$ cat config.mk
export PLATFORM = sky130hd
export DESIGN_NAME = hazard_scoreboard
export DESIGN_NICKNAME = d
export VERILOG_FILES = /design/src/rtl/hazard_pkg.sv /design/src/rtl/hazard_scoreboard_md.sv /design/src/rtl/hazard_scoreboard.sv
export SDC_FILE = /design/constraint.sdc
export NUM_CORES = 1
export LEC_CHECK = 0
export ABC_AREA = 1
export ABC_CLOCK_PERIOD_IN_PS = 1650
export BUFFER_PORTS_ARGS = -buffer_cell sky130_fd_sc_hd__buf_2
export CAP_MARGIN = 40
export CORE_ASPECT_RATIO = 1.5
export CORE_MARGIN = 2
export CORE_UTILIZATION = 45
export DETAILED_ROUTE_END_ITERATION = 6
export PLACE_DENSITY = 0.76
export SLEW_MARGIN = 20
export SYNTH_ARGS = -nofsm -noshare
export SYNTH_HDL_FRONTEND = slang
export SYNTH_SLANG_ARGS = --single-unit
$ cat constraint.sdc
create_clock -name clk -period 1.65 [get_ports clk]
set_clock_uncertainty 0.15 [all_clocks]
set_input_delay 0.2475 -clock clk [delete_from_list [all_inputs] [get_ports clk]]
set_output_delay 0.2475 -clock clk [all_outputs]
set_load 0.05 [all_outputs]
$ cat src/rtl/hazard_pkg.sv
// Shared types and constants for the hazard controller slice.
package hazard_pkg;

   typedef enum logic {
      IDLE = 1'b0,
      BUSY = 1'b1
   } md_state_t;

   localparam int unsigned REG_ZERO       = 0;
   localparam int unsigned MD_LAT_DEFAULT = 4;

endpackage

$ cat src/rtl/hazard_scoreboard_md.sv
// md_scoreboard: tracks the single in-flight multiply/divide op and its
// destination register with a countdown from issue to completion.
module md_scoreboard
   import hazard_pkg::*;
#(
   parameter int unsigned REG_AW = 5,
   parameter int unsigned MD_LAT = MD_LAT_DEFAULT
) (
   input  logic              clk,
   input  logic              rst,
   input  logic              issue,
   input  logic [REG_AW-1:0] issue_rd,
   output logic              md_busy,
   output logic              md_done,
   output logic              pend_v,
   output logic [REG_AW-1:0] pend_rd
);

   localparam int unsigned CW = $clog2(MD_LAT);

   md_state_t         state_q, state_d;
   logic [CW-1:0]     cnt_q, cnt_d;
   logic              pend_v_q, pend_v_d;
   logic [REG_AW-1:0] pend_rd_q, pend_rd_d;

   always_comb begin
      state_d   = state_q;
      cnt_d     = cnt_q;
      pend_v_d  = pend_v_q;
      pend_rd_d = pend_rd_q;
      case (state_q)
         IDLE: begin
            if (issue) begin
               state_d   = BUSY;
               cnt_d     = CW'(MD_LAT - 1);
               pend_v_d  = (issue_rd != REG_AW'(REG_ZERO));
               pend_rd_d = issue_rd;
            end
         end
         BUSY: begin
            if (cnt_q != '0) begin
               cnt_d = cnt_q - CW'(1);
            end else begin
               state_d  = IDLE;
               pend_v_d = 1'b0;
            end
         end
         default: state_d = IDLE;
      endcase
   end

   always_ff @(posedge clk) begin
      if (rst) begin
         state_q   <= IDLE;
         cnt_q     <= '0;
         pend_v_q  <= 1'b0;
         pend_rd_q <= '0;
      end else begin
         state_q   <= state_d;
         cnt_q     <= cnt_d;
         pend_v_q  <= pend_v_d;
         pend_rd_q <= pend_rd_d;
      end
   end

   assign md_busy = (state_q == BUSY);
   assign md_done = (state_q == BUSY) && (cnt_q == '0);
   assign pend_v  = pend_v_q;
   assign pend_rd = pend_rd_q;

endmodule

$ cat src/rtl/hazard_scoreboard.sv
// hazard_scoreboard: RAW/WAW/structural stall control beside ID.
// Define HAZARD_PERF_EN to add the saturating stall_count output.
module hazard_scoreboard
   import hazard_pkg::*;
#(
   parameter int unsigned REG_AW = 5,
   parameter int unsigned MD_LAT = MD_LAT_DEFAULT,
   parameter int unsigned CNT_W  = 16
) (
   input  logic              clk,
   input  logic              rst,
   input  logic              id_valid,
   input  logic [REG_AW-1:0] id_rs,
   input  logic [REG_AW-1:0] id_rt,
   input  logic              id_uses_rs,
   input  logic              id_uses_rt,
   input  logic              id_is_branch,
   input  logic              id_reg_write,
   input  logic [REG_AW-1:0] id_rd,
   input  logic              id_is_md,
   input  logic              idex_mem_read,
   input  logic              idex_reg_write,
   input  logic [REG_AW-1:0] idex_rd,
   input  logic              exmem_mem_read,
   input  logic [REG_AW-1:0] exmem_rd,
   output logic              stall,
   output logic              pc_write,
   output logic              ifid_write,
   output logic              idex_bubble,
   output logic              md_busy,
`ifdef HAZARD_PERF_EN
   output logic [CNT_W-1:0]  stall_count,
`endif
   output logic              md_done
);

   if (MD_LAT < 2 || MD_LAT > 255) begin : g_bad_lat
      $error("hazard_scoreboard: MD_LAT out of range 2..255");
   end
   if (CNT_W < 1) begin : g_bad_cnt
      $error("hazard_scoreboard: CNT_W must be at least 1");
   end

   logic              pend_v;
   logic [REG_AW-1:0] pend_rd;
   logic              pipe_stall;
   logic              sb_stall;
   logic              issue;

   function automatic logic src_hit(input logic [REG_AW-1:0] r);
      return id_valid && r != REG_AW'(REG_ZERO) &&
             ((id_uses_rs && id_rs == r) || (id_uses_rt && id_rt == r));
   endfunction

   // Scoreboard terms are masked during reset so only pipeline-register hazards remain.
   always_comb begin
      pipe_stall = (idex_mem_read && src_hit(idex_rd)) ||
                   (id_is_branch && idex_reg_write && src_hit(idex_rd)) ||
                   (id_is_branch && exmem_mem_read && src_hit(exmem_rd));
      sb_stall   = (pend_v && src_hit(pend_rd)) ||
                   (pend_v && id_valid && id_reg_write && id_rd == pend_rd &&
                    id_rd != REG_AW'(REG_ZERO)) ||
                   (id_valid && id_is_md && md_busy);
      stall      = pipe_stall || (sb_stall && !rst);
   end

   assign pc_write    = !stall;
   assign ifid_write  = !stall;
   assign idex_bubble = stall;
   assign issue       = id_valid && id_is_md && !stall;

   md_scoreboard #(
      .REG_AW (REG_AW),
      .MD_LAT (MD_LAT)
   ) u_md (
      .clk      (clk),
      .rst      (rst),
      .issue    (issue),
      .issue_rd (id_rd),
      .md_busy  (md_busy),
      .md_done  (md_done),
      .pend_v   (pend_v),
      .pend_rd  (pend_rd)
   );

`ifdef HAZARD_PERF_EN
   logic [CNT_W-1:0] stall_count_q, stall_count_d;

   always_comb begin
      stall_count_d = stall_count_q;
      if (stall && stall_count_q != '1) begin
         stall_count_d = stall_count_q + CNT_W'(1);
      end
   end

   always_ff @(posedge clk) begin
      if (rst) begin
         stall_count_q <= '0;
      end else begin
         stall_count_q <= stall_count_d;
      end
   end

   assign stall_count = stall_count_q;
`endif

endmodule

==> flow_summary.json, run 1 <==
{
  "status": "complete, but fails checks",
  "failed_checks": "negative setup slack",
  "syn_area_sq_um": 1177,
  "critPathKind": "reg -> out",
  "worst_slew_pin_slew_ns": 0.2488,
  "num_rows": 22,
  "grt_max_degree": 15,
  "gp_congestion": 0.9265,
  "nets": 325,
  "vias": 1540,
  "ys_seq_elements": 9,
  "finalCritPeriodShare_pct": 123.4,
  "die_area_sq_um": 3050,
  "arrival_ns": 1.64,
  "rsz0062_at_grt": "yes",
  "drt_pre_antenna_iters": 4,
  "finalSetupViolCount": 13,
  "seq_area_sq_um": 195.2,
  "post-dp-hpwl_microns": 2709,
  "fill_cells": 241,
  "grt.overflow.total": 0,
  "ys.warnings.count": 0,
  "die_h_microns": 66.65,
  "io_pins": 42,
  "powerDensity_nw_per_um2": 477.0,
  "detail-route-antenna-nets": 0,
  "synth_fp_nets": 263,
  "path_max_fanout": 5,
  "p_leak_uw": 0.001025,
  "initial_utilization_pct": 47.53,
  "drtIter0Drc": 36,
  "gr-max-usage-layer": "met2",
  "placed_cell_area_sq_um": 1519,
  "die_x_microns": 45.77,
  "clkTransAtPathRegs_ns": 0.07,
  "hold_path.class": "in -> reg",
  "slew_headroom_pct": 83.53,
  "syn_inst": 226,
  "drv_slew": 0,
  "port_buffers": 41,
  "drive_gt1_share_pct": 37.28,
  "critPathLaunchType": "flip-flop",
  "multi_input_area_sq_um": 854.6,
  "drc": 0,
  "use_met3_pct": 1.084,
  "fmax_ghz": 0.4910,
  "cts_buffers": 3,
  "antenna_found_initial": 0,
  "fin_hold_ws_ns": 0.1045,
  "wl_per_cell_microns": 11.01,
  "total_power_uw": 809.3,
  "cts.sinks": 9,
  "worst_skew_pair.late_latency_ns": 0.26,
  "groute.usage.overall_pct": 22.30,
  "cts_tree": "built",
  "finalInstanceArea_sq_um": 1697,
  "hold_viol": 0,
  "period_needed_ns": 2.037,
  "grt_pass1_wl_microns": 5037,
  "syn_avg_cell_area_sq_um": 5.210,
  "yosysSeqAreaShare_pct": 15.30,
  "vias_per_cell": 4.952,
  "yosys.cell_types.count": 25,
  "core_region_area_sq_um": 2477,
  "area_growth_syn_to_layout_pct": 44.10,
  "cts_buffer_depth": 2,
  "r2r_setup_slack_ns": -0.20,
  "grt.met2_usage_pct": 43.49,
  "required_ns": 1.25,
  "mostFrequentLayoutCells": "nand2_1 (70), buf_2 (36), nor2_1 (35), inv_1 (31), buf_4 (17)",
  "final_common_cell": "nand2_1",
  "routed_wl_microns": 3425,
  "num_antenna_cells": 0,
  "grt_pass1_vias": 1313,
  "met1_usage_pct": 21.71,
  "vdd_ir_drop_max_mv": 0.4837,
  "cts_root_buffer": "clkbuf_4",
  "htree_levels": 1,
  "drv_cap": 0,
  "worstSetupEndpointType": "output port",
  "setup_ws_ns": -0.3868
}
-- area by class of cell --
type | count | area share, %
Multi-Input combinational cell | 168 | 50.37
Inverter | 46 | 10.69
Tap cell | 24 | 1.770
Clock buffer | 4 | 1.549
Sequential cell | 9 | 11.50
Timing Repair Buffer | 60 | 24.11
-- Yosys cell counts --
cell	number	area, sq um
inv_2	12	45.04
nand2_2	2	12.51
nand2_1	75	281.5
clkinv_1	1	3.750
nor3_1	4	20.02
dfxtp_1	9	180.2
o22ai_1	2	12.51
buf_12	1	20.02
nor3_2	2	20.02
nor2_2	5	31.28
nand4_1	5	31.28
ha_1	1	12.51
a21oi_1	1	5.000
xnor2_1	3	26.28
nor2_1	36	135.1
o21ai_0	3	15.01
nand3_2	2	20.02
nand3_1	13	65.06
nand4_2	1	12.51
o21ai_1	8	40.04
buf_4	3	22.52
and3_1	1	6.260
nand3_4	1	17.52
xor2_1	2	17.52
inv_1	33	123.9
-- path summary, 6_finish.rpt --
kind	startpoint	endpoint	cells past startpoint
max	u_md.pend_rd[1]$_SDFFE_PP0P_	ifid_write	12
max reg2reg	u_md.pend_rd[1]$_SDFFE_PP0P_	u_md.cnt_q[1]$_SDFFE_PP0P_	15
min	id_rd[1]	u_md.pend_rd[1]$_SDFFE_PP0P_	3
min reg2reg	u_md.cnt_q[1]$_SDFFE_PP0P_	u_md.cnt_q[1]$_SDFFE_PP0P_	4
-- logic make-up after synthesis --
family                     share of synthesized area [%]
xor gates and xnor gates                           3.720
AOI/OAI and AO/OA                                  6.163
DFF                                                15.30
buffers and inverters                              18.28
and+or+nand+nor                                    55.47
adders and majority gates                          1.063
-- per-stage QoR --
step	worst slack, ns	TNS (ns)	utilization (%)	std cells
after global routing	-0.5032	-4.586	68.48	311
after global placement	-0.2594	-2.803	61.31	301
final	-0.3868	-2.988	68.48	311
after detailed placement	-0.2896	-3.139	61.31	301
after CTS	-0.4047	-1.665	65.35	308
after floorplan	-0.3360	-0.4542	-	226
-- metal layers --
| metal | up-vias | wire length, microns |
|---|---|---|
| met5 | - | 0 |
| met4 | 0 | 131 |
| met3 | 14 | 120 |
| met2 | 48 | 1870 |
| met1 | 664 | 1302 |
| li1 | 814 | - |
-- critical path: stages, from the launching register on --
cell	delay (ns)
dfxtp_4	0.37
inv_4	0.05
nand2_1	0.05
nand2_1	0.06
nor2_2	0.12
nand3_1	0.09
nand2_2	0.08
nand3_2	0.07
nand3_2	0.08
nand2_4	0.08
nand2_8	0.07
clkinvlp_4	0.11
buf_8	0.16
-- sequential cells by signal (all words and copies together), names as in the netlist --
signal	cells
u_md.pend_rd	5
u_md.cnt_q	2
u_md.md_busy	1
u_md.pend_v	1
-- power breakdown --
part / internal [uW] / leakage, uW / total, uW / switching [uW]
logic: 161 / 0.000933 / 379 / 218
clock network: 93.3 / 0.0000150 / 175 / 81.8
registers: 235 / 0.0000774 / 255 / 19.9
-- repair_timing --
item | CTS | global route
hold endpoints to repair | 1 | 0
cloned | 0 | 1
gates resized for setup | 15 | 18
setup endpoints to repair | 12 | 14
hold buffers | 1 | 0
setup buffers | 2 | 2
pin swaps | 9 | 12
No activity file was read; power rests on OpenSTA's default activity.
==> run 2, diff against run 1 <==
Settings changed: SKIP_LAST_GASP from default to 1.
==> flow_summary.json, run 2 (synthesis gave the netlist of run 1 again) <==
{
  "status": "complete, but fails checks",
  "failed_checks": "negative setup slack",
  "groute.usage.overall_pct": 22.35,
  "num_antenna_cells": 0,
  "die_x_microns": 45.77,
  "grt.overflow.total": 0,
  "die_h_microns": 66.65,
  "grt_pass1_wl_microns": 5050,
  "drt_pre_antenna_iters": 4,
  "fill_cells": 241,
  "htree_levels": 1,
  "cts_buffer_depth": 2,
  "cts.sinks": 9,
  "finalSetupViolCount": 13,
  "netSwitchingPower_uw": 317.3,
  "vdd_ir_drop_max_mv": 0.4837,
  "mostFrequentLayoutCells": "nand2_1 (70), buf_2 (36), nor2_1 (35), inv_1 (31), buf_4 (17)",
  "clkTransAtPathRegs_ns": 0.06,
  "critPathLaunchType": "flip-flop",
  "worst_slew_pin_slew_ns": 0.2488,
  "multi_input_area_sq_um": 854.6,
  "area_growth_syn_to_layout_pct": 44.10,
  "hold_viol": 0,
  "post-dp-hpwl_microns": 2709,
  "setup_ws_ns": -0.3844,
  "vias_per_cell": 4.942,
  "detail-route-antenna-nets": 0,
  "required_ns": 1.25,
  "drc": 0,
  "cts_root_buffer": "clkbuf_4",
  "place_ws_ns": -0.2896,
  "worstSetupEndpointType": "output port",
  "pwr-share-clk_pct": 21.4,
  "routed_wl_microns": 3429,
  "period_needed_ns": 2.034,
  "critPathKind": "reg -> out",
  "nets": 325,
  "cts_buffers": 3,
  "antenna_found_initial": 0,
  "final_common_cell": "nand2_1",
  "path_max_fanout": 5,
  "worst_skew_pair.late_latency_ns": 0.26,
  "fmax_ghz": 0.4915,
  "largest_reg_flops": 5,
  "powerDensity_nw_per_um2": 475.9,
  "power_frac_comb_pct": 47.0,
  "num_rows": 22,
  "die_area_sq_um": 3050,
  "grt_pass1_vias": 1314,
  "arrival_ns": 1.64,
  "slew_headroom_pct": 83.53,
  "drtIter0Drc": 36,
  "p_leak_uw": 0.001025,
  "port_buffers": 41,
  "drv_cap": 0,
  "initial_utilization_pct": 47.53,
  "rsz0062_at_grt": "yes",
  "finalInstanceArea_sq_um": 1697,
  "io_pins": 42,
  "placed_cell_area_sq_um": 1519,
  "gp_congestion": 0.9265,
  "drive_gt1_share_pct": 37.28,
  "total_power_uw": 807.4,
  "wl_per_cell_microns": 11.03,
  "internal_power_uw": 490.1,
  "finalCritPeriodShare_pct": 123.3,
  "cts_tree": "built",
  "seq_area_sq_um": 195.2,
  "hold_path.class": "in -> reg",
  "drv_slew": 0,
  "grt_max_degree": 15,
  "switching_share_pct": 39.30,
  "core_region_area_sq_um": 2477,
  "pwr-share-seq_pct": 31.6,
  "vias": 1537
}
run 2: cell counts in the layout (fill, tap and decap cells not counted):
No cell type changed its count.
run 2: final cells by class:
class	instances	area share, %
clock buffer	4	1.549
timing repair buffer	60	24.11
multi-input combinational	168	50.37
tap	24	1.770
inverter	46	10.69
sequential	9	11.50
run 2: layer usage:
metal  routed length [microns]  global-route usage, %
met2                      1869                  43.49
met3                       120                  1.084
met1                      1307                  21.88
met5                         0                      0
met4                       131                  12.14
run 2: critical path, cell delays in order (launching register included):
cell	delay [ns]
dfxtp_4	0.37
inv_4	0.05
nand2_1	0.05
nand2_1	0.06
nor2_2	0.12
nand3_1	0.09
nand2_2	0.08
nand3_2	0.07
nand3_2	0.08
nand2_4	0.08
nand2_8	0.07
clkinvlp_4	0.11
buf_8	0.16
run 2: repair_timing:
item,CTS,global route
hold buffers,1,0
setup buffers,2,2
gates resized for setup,15,18
endpoints found under the setup margin,12,14
hold endpoints to repair,1,0
pin swaps,7,10
cloned,0,1
run 2: path summary, 6_finish.rpt:
path | startpoint | endpoint | slack [ns] | cells after the start
setup / recovery | u_md.pend_rd[1]$_SDFFE_PP0P_ | ifid_write | -0.38 | 12
hold / removal | id_rd[1] | u_md.pend_rd[1]$_SDFFE_PP0P_ | 0.11 | 3
setup reg to reg | u_md.pend_rd[1]$_SDFFE_PP0P_ | u_md.cnt_q[1]$_SDFFE_PP0P_ | -0.20 | 15
hold reg to reg | u_md.cnt_q[1]$_SDFFE_PP0P_ | u_md.cnt_q[1]$_SDFFE_PP0P_ | 0.41 | 4
run 2: power by group through the flow:
stage | Sequential [uW] | Clock (uW) | Combinational, uW
after floorplan | 259 | 0 | 220
after global placement | 260 | 0 | 341
after detailed placement | 260 | 0 | 344
after CTS | 256 | 179 | 360
after global routing | 258 | 182 | 422
final | 255 | 173 | 379
run 2: metrics by stage:
step / setup TNS (ns) / cells / utilization (%) / hold WS [ns]
2_1_floorplan: -0.4542 / 226 / - / 0.1592
3_3_place_gp: -2.803 / 301 / 61.31 / 0.2750
3_5_place_dp: -3.139 / 301 / 61.31 / 0.2743
4_1_cts: -1.671 / 308 / 65.35 / 0.1024
5_1_grt: -4.586 / 311 / 68.48 / 0.1256
6_report: -2.973 / 311 / 68.48 / 0.1072
==> run 3, diff against run 2 <==
Settings changed: CORE_UTILIZATION 45 to 44, SYNTH_HIERARCHICAL from default to 1.
==> flow_summary.json, run 3 <==
{
  "htree_levels": 1,
  "placed_cell_area_sq_um": 1425,
  "rr_worst_depth": 13,
  "yosysSeqAreaShare_pct": 16.20,
  "drv_slew": 0,
  "post-dp-hpwl_microns": 2591,
  "finalCritPeriodShare_pct": 123.5,
  "failed_checks": "negative setup slack",
  "place_ws_ns": -0.3571,
  "grt.overflow.total": 0,
  "fill_cells": 254,
  "final_common_cell": "nand2_1",
  "cp_slowest_cell": "dfxtp_4",
  "placed_cells": 301,
  "cp_slowest_stage_delay_ns": 0.39,
  "drc": 0,
  "critical_path.cell_chain": "inv_4 -> nand2_2 -> nand2_1 -> nor2_1 -> nand3_1 -> nand3_1 -> nand2_1 -> nand2_1 -> nand2_2 -> nand2_8 -> clkinvlp_4 -> buf_8",
  "port_buffers": 41,
  "total_power_uw": 778.2,
  "fin_util_pct": 64.00,
  "synth_commonest_cells": "nand2_1 (77), nor2_1 (48), inv_1 (33), nand3_1 (16), o21ai_0 (16)",
  "yosys.cell_types.count": 18,
  "finalSetupViolCount": 13,
  "gp_congestion": 0.9302,
  "antenna_found_initial": 0,
  "die_area_sq_um": 2954,
  "path_max_fanout": 7,
  "cts.sinks": 9,
  "critPathLaunchType": "flip-flop",
  "status": "complete, but fails checks",
  "syn_area_sq_um": 1112,
  "instances_no_fill": 307,
  "grt_pass1_vias": 1273,
  "ys.warnings.count": 6,
  "ys_seq_elements": 9,
  "fmax_ghz": 0.4908,
  "cts_buffer_depth": 2,
  "crit_cells": 12,
  "syn_avg_cell_area_sq_um": 4.836,
  "routed_wl_microns": 3040,
  "clkTransAtPathRegs_ns": 0.06,
  "p_leak_uw": 0.0009245,
  "ys.flop_type": "dfxtp_1",
  "vias_per_cell": 4.739,
  "finalInstanceArea_sq_um": 1550,
  "initial_utilization_pct": 45.92,
  "worstSetupEndpointType": "output port",
  "worst_skew_pair.late_latency_ns": 0.28,
  "worst_slew_pin_slew_ns": 0.2571,
  "nets": 321,
  "grt_pass1_wl_microns": 4802,
  "num_rows": 22,
  "powerDensity_nw_per_um2": 502.0,
  "num_antenna_cells": 0,
  "required_ns": 1.25,
  "detail-route-antenna-nets": 0,
  "synth_edf_count": 0,
  "mostFrequentLayoutCells": "nand2_1 (68), nor2_1 (46), buf_2 (36), inv_1 (32)",
  "drive_gt1_share_pct": 31.45,
  "grt_max_degree": 9,
  "cts_root_buffer": "clkbuf_4",
  "synth_fp_nets": 267,
  "synth_top_cells_by_area": "nand2_1 (26%), dfxtp_1 (16%), nor2_1 (16%)",
  "arrival_ns": 1.64,
  "largest_reg_flops": 5,
  "vdd_ir_drop_max_mv": 0.4728,
  "core_region_area_sq_um": 2422,
  "rsz0062_at_grt": "yes",
  "synth.most_common_cell": "nand2_1",
  "path_buf_inv": 3,
  "async_reset_ff_share_pct": 0,
  "syn_inst": 230,
  "io_pins": 42,
  "cp_common_cell": "nand2_1",
  "die_h_microns": 65.58,
  "path_delay_family": "simple AND/OR/NAND/NOR gates",
  "groute.usage.overall_pct": 21.79,
  "hold_path.class": "in -> reg",
  "setup_ws_ns": -0.3873,
  "slew_headroom_pct": 82.73,
  "vias": 1455,
  "cts_buffers": 3,
  "drt_pre_antenna_iters": 4,
  "drtIter0Drc": 19,
  "area_growth_syn_to_layout_pct": 39.37,
  "hold_viol": 0,
  "whs_path_depth": 4,
  "drv_cap": 0,
  "critPathKind": "reg -> out",
  "cts_tree": "built",
  "wl_per_cell_microns": 9.902,
  "die_x_microns": 45.05,
  "yosysTopAreaCell": "nand2_1",
  "synth_top_area_share_pct": 25.98,
  "period_needed_ns": 2.037
}
[run 3: final timing paths]
kind                                  end  slack, ns                          from
max                              pc_write      -0.39  u_md/pend_rd[3]$_SDFFE_PP0P_
min              u_md/pend_v$_SDFFE_PP0P_       0.12                           rst
max reg2reg  u_md/pend_rd[0]$_SDFFE_PP0P_      -0.24  u_md/pend_rd[2]$_SDFFE_PP0P_
min reg2reg    u_md/cnt_q[1]$_SDFFE_PP0P_       0.33    u_md/cnt_q[1]$_SDFFE_PP0P_
[run 3: routing by layer]
| metal | track usage (%) | share of wire [%] |
|---|---|---|
| met5 | 0 | 0 |
| met4 | 11.03 | 2.7 |
| met3 | 1.648 | 3.6 |
| met2 | 43.39 | 57 |
| met1 | 20.37 | 37 |
[run 3: layout make-up]
type / instances / area [sq um] / area share, %
timing repair buffer: 51 / 310.3 / 20.02
tap: 24 / 30.03 / 1.937
clock buffer: 4 / 26.28 / 1.695
inverter: 44 / 178.9 / 11.54
multi-input combinational: 175 / 803.3 / 51.82
sequential: 9 / 201.4 / 12.99
[run 3: kinds of logic (layout without fill, tap and decap cells)]
logic type,after synthesis,count (layout),share of synthesized area [%]
XOR/XNOR,2,2,1.575
flip-flops,9,9,16.20
adder cells (fa/ha/maj),1,1,1.125
buffers and inverters,46,99,16.20
AO/OA/AOI/OAI,22,22,9.899
AND/OR/NAND/NOR,150,150,55.01
[run 3: per-stage QoR]
stage               TNS [ns]  hold slack, ns
floorplan            -0.9640          0.1592
global placement      -3.340          0.2998
detailed placement    -3.582          0.3031
CTS                   -3.398         0.09853
global route          -5.662          0.1171
finish                -3.122          0.1188
[run 3: power breakdown]
part | internal [uW] | total (uW) | switching, uW
Combinational | 140 | 338 | 198
Clock | 93.7 | 180 | 86.6
Sequential | 234 | 260 | 25.6
[run 3: repair_timing]
action / 4_1_cts / 5_1_grt
pin swaps: 1 / 8
endpoints found under the setup margin: 13 / 14
hold buffers: 1 / 0
endpoints found under the hold margin: 1 / 0
buffers inserted: 1 / 0
resized for setup: 15 / 15
[run 3: worst reg2reg max path, cell delays in order, from the launching register on]
cell	delay (ns)
dfxtp_4	0.37
nor3_1	0.22
nand3_1	0.10
nand3_1	0.07
inv_1	0.04
nand2_1	0.05
nand2_1	0.05
nand2_2	0.10
nand2_8	0.07
buf_4	0.14
nor2_4	0.11
nand2_4	0.09
o21ai_0	0.16
nor2_1	0.05
